==> config.mk <==
export PLATFORM = sky130hd
export DESIGN_NAME = array_mult_accumulator
export DESIGN_NICKNAME = d
export VERILOG_FILES = /design/src/rtl/array_mult_accumulator.sv
export SDC_FILE = /design/constraint.sdc
export NUM_CORES = 1
export LEC_CHECK = 0
export ABC_AREA = 0
export CORE_MARGIN = 3
export CORE_UTILIZATION = 40
export DETAILED_ROUTE_END_ITERATION = 10
export HOLD_SLACK_MARGIN = 0.12
export PLACE_DENSITY_LB_ADDON = 0.05
export SYNTH_ARGS = -nofsm -noshare
export SYNTH_HDL_FRONTEND = slang
export SYNTH_SLANG_ARGS = --single-unit
export TNS_END_PERCENT = 30
==> constraint.sdc <==
create_clock -name clk -period 5.9 [get_ports clk]
set_input_delay 0.59 -clock clk [delete_from_list [all_inputs] [get_ports clk]]
set_output_delay 0.59 -clock clk [all_outputs]
set_load 0.01 [all_outputs]
==> src/rtl/array_mult_accumulator.sv <==
`default_nettype none
// ============================================================================
// Module   : array_mult_accumulator
// Brief    : Sums a handshaked burst of unsigned products into a wide
//            accumulator with a sticky overflow flag (MAC / dot-product tail).
// Revision : 1.0 - initial release
// ============================================================================
module array_mult_accumulator #(
    parameter int PROD_W = 16,
    parameter int ACC_W  = 24,
    parameter int CNT_W  = 8
) (
    input  logic              clk,
    input  logic              rst_n,
    input  logic              start,
    input  logic [CNT_W-1:0]  len,
    output logic              busy,
    input  logic              prod_valid,
    output logic              prod_ready,
    input  logic [PROD_W-1:0] product,
    output logic              acc_valid,
    input  logic              acc_ready,
    output logic [ACC_W-1:0]  acc_out,
    output logic              overflow
);

    typedef enum logic [1:0] {
        S_IDLE  = 2'd0,
        S_ACCUM = 2'd1,
        S_HOLD  = 2'd2
    } state_t;

    state_t             r_state;
    state_t             w_state_nxt;
    logic [CNT_W-1:0]   r_cnt;
    logic [CNT_W-1:0]   w_cnt_nxt;
    logic [ACC_W-1:0]   r_acc;
    logic [ACC_W-1:0]   w_acc_nxt;
    logic               r_ovf;
    logic               w_ovf_nxt;
    logic [ACC_W:0]     w_sum;

    // One extra bit captures the carry-out of the ACC_W-bit add.
    assign w_sum = {1'b0, r_acc} + {{(ACC_W + 1 - PROD_W){1'b0}}, product};

    always_comb begin
        w_state_nxt = r_state;
        w_cnt_nxt   = r_cnt;
        w_acc_nxt   = r_acc;
        w_ovf_nxt   = r_ovf;
        case (r_state)
            S_IDLE: begin
                if (start) begin
                    w_acc_nxt = '0;
                    w_ovf_nxt = 1'b0;
                    if (len != '0) begin
                        w_cnt_nxt   = len;
                        w_state_nxt = S_ACCUM;
                    end else begin
                        w_state_nxt = S_HOLD;
                    end
                end
            end
            S_ACCUM: begin
                if (prod_valid) begin
                    w_acc_nxt = w_sum[ACC_W-1:0];
                    w_ovf_nxt = r_ovf | w_sum[ACC_W];
                    w_cnt_nxt = r_cnt - CNT_W'(1);
                    if (r_cnt == CNT_W'(1)) begin
                        w_state_nxt = S_HOLD;
                    end
                end
            end
            S_HOLD: begin
                if (acc_ready) begin
                    w_state_nxt = S_IDLE;
                end
            end
            default: begin
                w_state_nxt = S_IDLE;
            end
        endcase
    end

    always_ff @(posedge clk or negedge rst_n) begin
        if (!rst_n) begin
            r_state <= S_IDLE;
            r_cnt   <= '0;
            r_acc   <= '0;
            r_ovf   <= 1'b0;
        end else begin
            r_state <= w_state_nxt;
            r_cnt   <= w_cnt_nxt;
            r_acc   <= w_acc_nxt;
            r_ovf   <= w_ovf_nxt;
        end
    end

    // Handshake outputs come straight from the state register.
    assign busy       = (r_state == S_ACCUM) || (r_state == S_HOLD);
    assign prod_ready = (r_state == S_ACCUM);
    assign acc_valid  = (r_state == S_HOLD);
    assign acc_out    = r_acc;
    assign overflow   = r_ovf;

endmodule
`default_nettype wire

==> results of run 1 <==
power by group:
group / switching [W] / internal [W] / total, W
logic: 0.000398 / 0.000320 / 0.000718
registers: 0.0000692 / 0.000311 / 0.000380
clock network: 0.0000957 / 0.000107 / 0.000202
critical path, stage by stage:
cell             delay (ns)
clkdlybuf4s50_1        0.41
ha_1                   0.24
fa_1                   0.42
a21oi_1                0.23
o22ai_1                0.18
a211oi_1               0.37
o21ai_0                0.16
xnor2_1                0.18
o21ai_0                0.09
stage by stage:
stage | util [%] | hold slack (ns) | instance area, sq um | worst slack [ns]
after floorplan | - | 0.294 | 2530 | 3.62
after global placement | 52.2 | 0.492 | 3140 | 2.97
after detailed placement | 52.2 | 0.503 | 3140 | 2.90
after CTS | 53.8 | 0.521 | 3240 | 3.20
after global routing | 53.8 | 0.558 | 3240 | 3.00
final | 53.8 | 0.512 | 3240 | 3.19
registers in the layout, summed over array words and instances (netlist names):
signal    flops
r_cnt         8
overflow      1
acc_out      24
r_state       2
cells by family (layout without fill, tap and decap cells):
logic type | after synthesis | in the layout | share of synthesized area, %
DFF | 35 | 35 | 34.7
and+or+nand+nor | 80 | 80 | 15.6
buffers and inverters | 25 | 82 | 4.41
muxes | 5 | 5 | 1.98
AOI/OAI and AO/OA | 98 | 98 | 26.0
xor gates and xnor gates | 18 | 18 | 6.24
adders and majority gates | 22 | 22 | 11.2
routing by layer:
| layer | track usage, % | share of wire [%] |
|---|---|---|
| met3 | 3.30 | 3.6 |
| met4 | 4.32 | 0.58 |
| met2 | 30.3 | 47 |
| met1 | 24.8 | 49 |
| met5 | 0 | 0 |
cell type report:
class | count | area [sq um] | share of cell area (%)
Timing Repair Buffer | 58 | 576 | 17.7
Sequential cell | 35 | 876 | 27.0
Tap cell | 75 | 93.8 | 2.89
Clock buffer | 8 | 100 | 3.09
Inverter | 16 | 60.1 | 1.85
Multi-Input combinational cell | 223 | 1540 | 47.4
layout by cell type (no fill, tap or decap), drive strengths merged, types with 4 or more instances in the layout:
cell type / count
inv: 16
clkbuf: 8
xor2: 10
nand3: 9
and3: 6
o21a: 5
a21o: 4
nand2: 30
nor2: 13
xnor2: 8
o211ai: 4
o22ai: 6
clkdlybuf4s50: 56
ha: 21
nand2b: 4
o21ai: 24
a22o: 5
dfrtp: 35
a211oi: 4
mux2i: 5
a21oi: 27
how the worst min path moves through the flow:
stage	start	endpoint	slack (ns)
2_1_floorplan	rst_n	acc_out[0]	0.29
3_3_place_gp	acc_out[10]	acc_out[10]	0.49
3_5_place_dp	acc_out[13]	acc_out[13]	0.50
4_1_cts	acc_out[13]	acc_out[13]	0.52
5_1_grt	overflow	overflow	0.56
6_report	r_state[1]	r_state[1]	0.51
==> run_results.csv, run 1 <==
group,metric,value,unit
pwr,vdd_ir_drop_max,0.000204,V
pwr,p_leak,1.40,nW
grt,grt_pass1_vias,2267,
setup_path,timing.rr.end,"r_cnt[6]",
timing,fin_tns_setup,0,ns
clocking,post_cts_buffers,0,
route,vias,2233,
grt,antenna_found_initial,0,
timing,tightest_slew,0.713,ns
route,routed_via_density,5.38,
layout,num-nets-final,390,
floorplanning,rows,28,
floorplanning,ios,57,
floorplanning,start_util,41.9,%
timing,drv_slew,0,
logic_synthesis,yosysTopAreaCell,"dfrtp_1",
grt,overflow,0,
clocking,cts-resized-gates,0,
route,detail-route-antenna-nets,0,
grt,grt_pass1_wl,10.8,mm
setup_path,crit_start,"product[0]",
run,maxCapViolations,0,
layout,finalNonFillerCells,415,
logic_synthesis,synth_area,0.00253,sq mm
floorplanning,die_h,85.5,um
grt,grt_max_degree,36,
clocking,cts_sinks,35,
layout,drive_gt1_share,5.29,%
logic_synthesis,syn_nets,334,
setup_path,required,6.07,ns
clocking,cts_made_buffers,5,
pwr,power,0.00130,W
clocking,ctsRootBufferMaster,"clkbuf_8",
route,routed_wirelength,6.25,mm
clocking,insertion_delay,0.30,ns
logic_synthesis,synthTopCellsByArea,"dfrtp_1, ha_1, a21oi_1",
logic_synthesis,ys.flop_type,"dfrtp_1",
logic_synthesis,synth_seq_area_share,34.7,%
floorplanning,die_area,0.00731,sq mm
timing,post-route-period-util,46.0,%
placed_design,placed_cells,407,
logic_synthesis,ys_types,56,
logic_synthesis,syn_avg_cell_area,8.93,sq um
timing,fin_skew,0.0115,ns
logic_synthesis,synthTopCellsByCount,"dfrtp_1, nand2_1, a21oi_1",
clocking,cts_tree,"yes",
timing,grt_setup_unrepaired,"no",
route,drc,0,
logic_synthesis,synth-seq-cells,35,
clocking,cts_buffer_depth,2,
logic_synthesis,syn-instance-count,283,
pwr,p_per_area,401,mW/mm^2
timing,setup_viol,0,
outcome,outcome,"finished, final reports clean",
logic_synthesis,synth_top_area_share,34.7,%
setup_path,rrSetupSlack,3.32,ns
setup_path,path_max_fanout,4,
timing,layout_min_cycle_time,2.71,ns
timing,hold_viol_final,0,
setup_path,crit_arrival,2.88,ns
clocking,ctsHoldBuffers,0,
logic_synthesis,synth_edf_count,0,
timing,fmax,0.369,GHz
min_path,hold_path_depth,2,
layout,diodes,0,
floorplanning,core-area,0.00603,sq mm
clocking,htreeDepth,2,
setup_path,critPathLaunchType,"input port",
setup_path,cp-end-kind,"register",
logic_synthesis,post-synth-top-count-cell,"dfrtp_1",
floorplanning,dieWidth,85.5,um
layout,fillers,603,
route,drt_iter0_markers,67,
setup_path,reg2reg_from,"r_state[1]",
timing,relSlewSlack,52.5,%
grt,grtUsageTotal,18.3,%
route,wl_per_cell,15.0,um
route,dr.pass1.iters,4,
setup_path,r2r_cells,9,
logic_synthesis,yosysWarnings,0,
layout,syn_to_final_growth,28.4,%
placed_design,gp_congestion,0.825,
logic_synthesis,async_flop_share,100,%
clocking,clk_pin_slew,0.08,ns
placed_design,place_hpwl,4.62,mm
min_path,min_path_type,"register to register",
placed_design,portBuffers,56,
setup_path,cp-endpoint,"acc_out[14]",
setup_path,worstSetupPathType,"input port to register",
No activity file was read; power rests on OpenSTA's default activity.
==> inputs of run 2 (changes only) <==
- clock period: 5.9 -> 2.8 ns (I/O delays scaled with it)
==> run 2 against run 1 <==
Compared with the run above: final area about the same; cell count up 0.24%; register-to-register slack worse by 2.9 ns; global-route usage down 0.46 points; via count up 2.6%; sequential cell count unchanged; combinational power up 110%; hold slack worse by 0.10 ns; non-clock buffer count up 2; highest routed layer unchanged.
==> run_results.csv, run 2 (synthesis gave the netlist of run 1 again) <==
group,metric,value,unit
outcome,outcome,"finished, final reports clean",
layout,layout_commonest_cell,"clkdlybuf4s50_1",
grt,overflow,0,
route,routed_wirelength,6.11,mm
timing,relSlewSlack,60.0,%
timing,fin_skew,0.00506,ns
timing,setup_viol,0,
floorplanning,rows,28,
clocking,ctsRootBufferMaster,"clkbuf_8",
min_path,min_path_type,"input port to asynchronous set/reset pin",
setup_path,cp_common_cell,"o21ai_0",
pwr,vdd_ir_drop_max,0.000505,V
setup_path,cp.depth,9,
timing,grt_setup_unrepaired,"no",
setup_path,critPathLaunchType,"input port",
clocking,insertion_delay,0.29,ns
route,drt_iter0_markers,65,
route,routed_via_density,5.51,
pwr,p_leak,1.40,nW
route,detail-route-antenna-nets,0,
clocking,clk_pin_slew,0.08,ns
route,dr.pass1.iters,4,
layout,diodes,0,
setup_path,path_cells,"clkdlybuf4s50_1 -> ha_1 -> fa_1 -> a21oi_1 -> o22ai_1 -> a211oi_1 -> o21ai_0 -> xnor2_1 -> o21ai_0",
layout,fin_area,0.00325,sq mm
layout,fillers,594,
setup_path,path_max_fanout,4,
placed_design,gp_congestion,0.822,
layout,largest_register_ffs,24,
timing,drv_slew,0,
floorplanning,die_h,85.5,um
timing,fmax,0.418,GHz
timing,post-route-period-util,85.4,%
clocking,post_cts_buffers,0,
route,top_layer,"met4",
floorplanning,ios,57,
grt,antenna_found_initial,0,
clocking,cts-resized-gates,0,
floorplanning,core-area,0.00603,sq mm
layout,final_cell_mix,"clkdlybuf4s50_1, dfrtp_1, nand2_1",
route,wl_met3,306,um
floorplanning,dieWidth,85.5,um
route,drt-met1-wl,2.87,mm
timing,fin_tns_setup,0,ns
grt,grt_pass1_vias,2206,
placed_design,portBuffers,56,
placed_design,place_hpwl,4.63,mm
setup_path,worst_path_largest_cell_delay,0.42,ns
layout,drive_gt1_share,5.87,%
setup_path,crit_slowest_cell,"fa_1",
floorplanning,start_util,41.9,%
layout,num-nets-final,392,
setup_path,required,2.95,ns
timing,hold_viol_final,0,
clocking,ctsHoldBuffers,0,
route,wl_per_cell,14.7,um
clocking,cts_sinks,35,
timing,tightest_slew,0.600,ns
run,maxCapViolations,0,
route,drc,0,
clocking,cts_made_buffers,5,
floorplanning,die_area,0.00731,sq mm
route,dr_wl_met2,2.87,mm
setup_path,r2r_cells,8,
setup_path,worstSetupPathType,"input port to register",
setup_path,path_buf_inv,1,
placed_design,dpl_cell_area,0.00316,sq mm
clocking,cts_buffer_depth,2,
clocking,htreeDepth,2,
layout,utilization,53.9,%
grt,grt_max_degree,36,
setup_path,crit_family,"compound AO/OA/AOI/OAI gates",
pwr,p_per_area,832,mW/mm^2
setup_path,crit_arrival,2.55,ns
timing,layout_min_cycle_time,2.39,ns
grt,grt_pass1_wl,10.6,mm
grt,grtUsageTotal,17.8,%
layout,syn_to_final_growth,28.5,%
setup_path,cp-end-kind,"register",
clocking,cts_tree,"yes",
route,vias,2291,
## run 2: changes by cell type in the layout (fill, tap and decap cells not counted)
cell / change
buf_4: +2
clkbuf_8: -1
clkbuf_1: -1
clkinv_2: +1
## run 2: through the flow
stage	power [W]	setup slack [ns]	instances	hold slack, ns
floorplan	0.00187	0.690	283	-0.0156
global placement	0.00232	0.184	409	0.490
detailed placement	0.00234	0.153	409	0.502
CTS	0.00274	0.434	416	0.435
global route	0.00296	0.230	416	0.456
finish	0.00270	0.408	416	0.408
## run 2: worst reg2reg max path: cells and delay by family, from the launching register on
kind                     cells  cell delay, ns
flip-flops                   1            0.40
AO/OA/AOI/OAI                5            1.05
XOR/XNOR                     1            0.17
adder cells (fa/ha/maj)      2            0.65
## run 2: path summary, 6_finish.rpt
kind,startpoint,to,slack [ns]
worst min-delay path,rst_n,acc_out[11],0.41
worst min register to register,acc_out[13],acc_out[13],0.51
worst max register to register,acc_out[0],acc_out[14],0.41
max in group asynchronous,rst_n,acc_out[18],2.04
worst max-delay path,product[0],acc_out[14],0.41
min in group clk,acc_out[13],acc_out[13],0.51
## run 2: layout make-up
type                       instances  area (sq um)  area share, %
clock inverter                     1          5.00          0.154
inverter                          16          60.1           1.85
sequential                        35           876           27.0
clock buffer                       6          82.6           2.54
multi-input combinational        223          1540           47.4
timing repair buffer              60           591           18.2
tap                               75          93.8           2.89
## run 2: metal layers
metal	track usage [%]	up-vias
met5	0	-
met4	3.88	0
met3	3.50	7
met2	29.4	52
met1	24.3	1070
li1	-	1162
## run 2: report_power, final
group	internal [W]	switching [W]
Clock	0.000193	0.000192
Combinational	0.000681	0.000836
Sequential	0.000656	0.000144
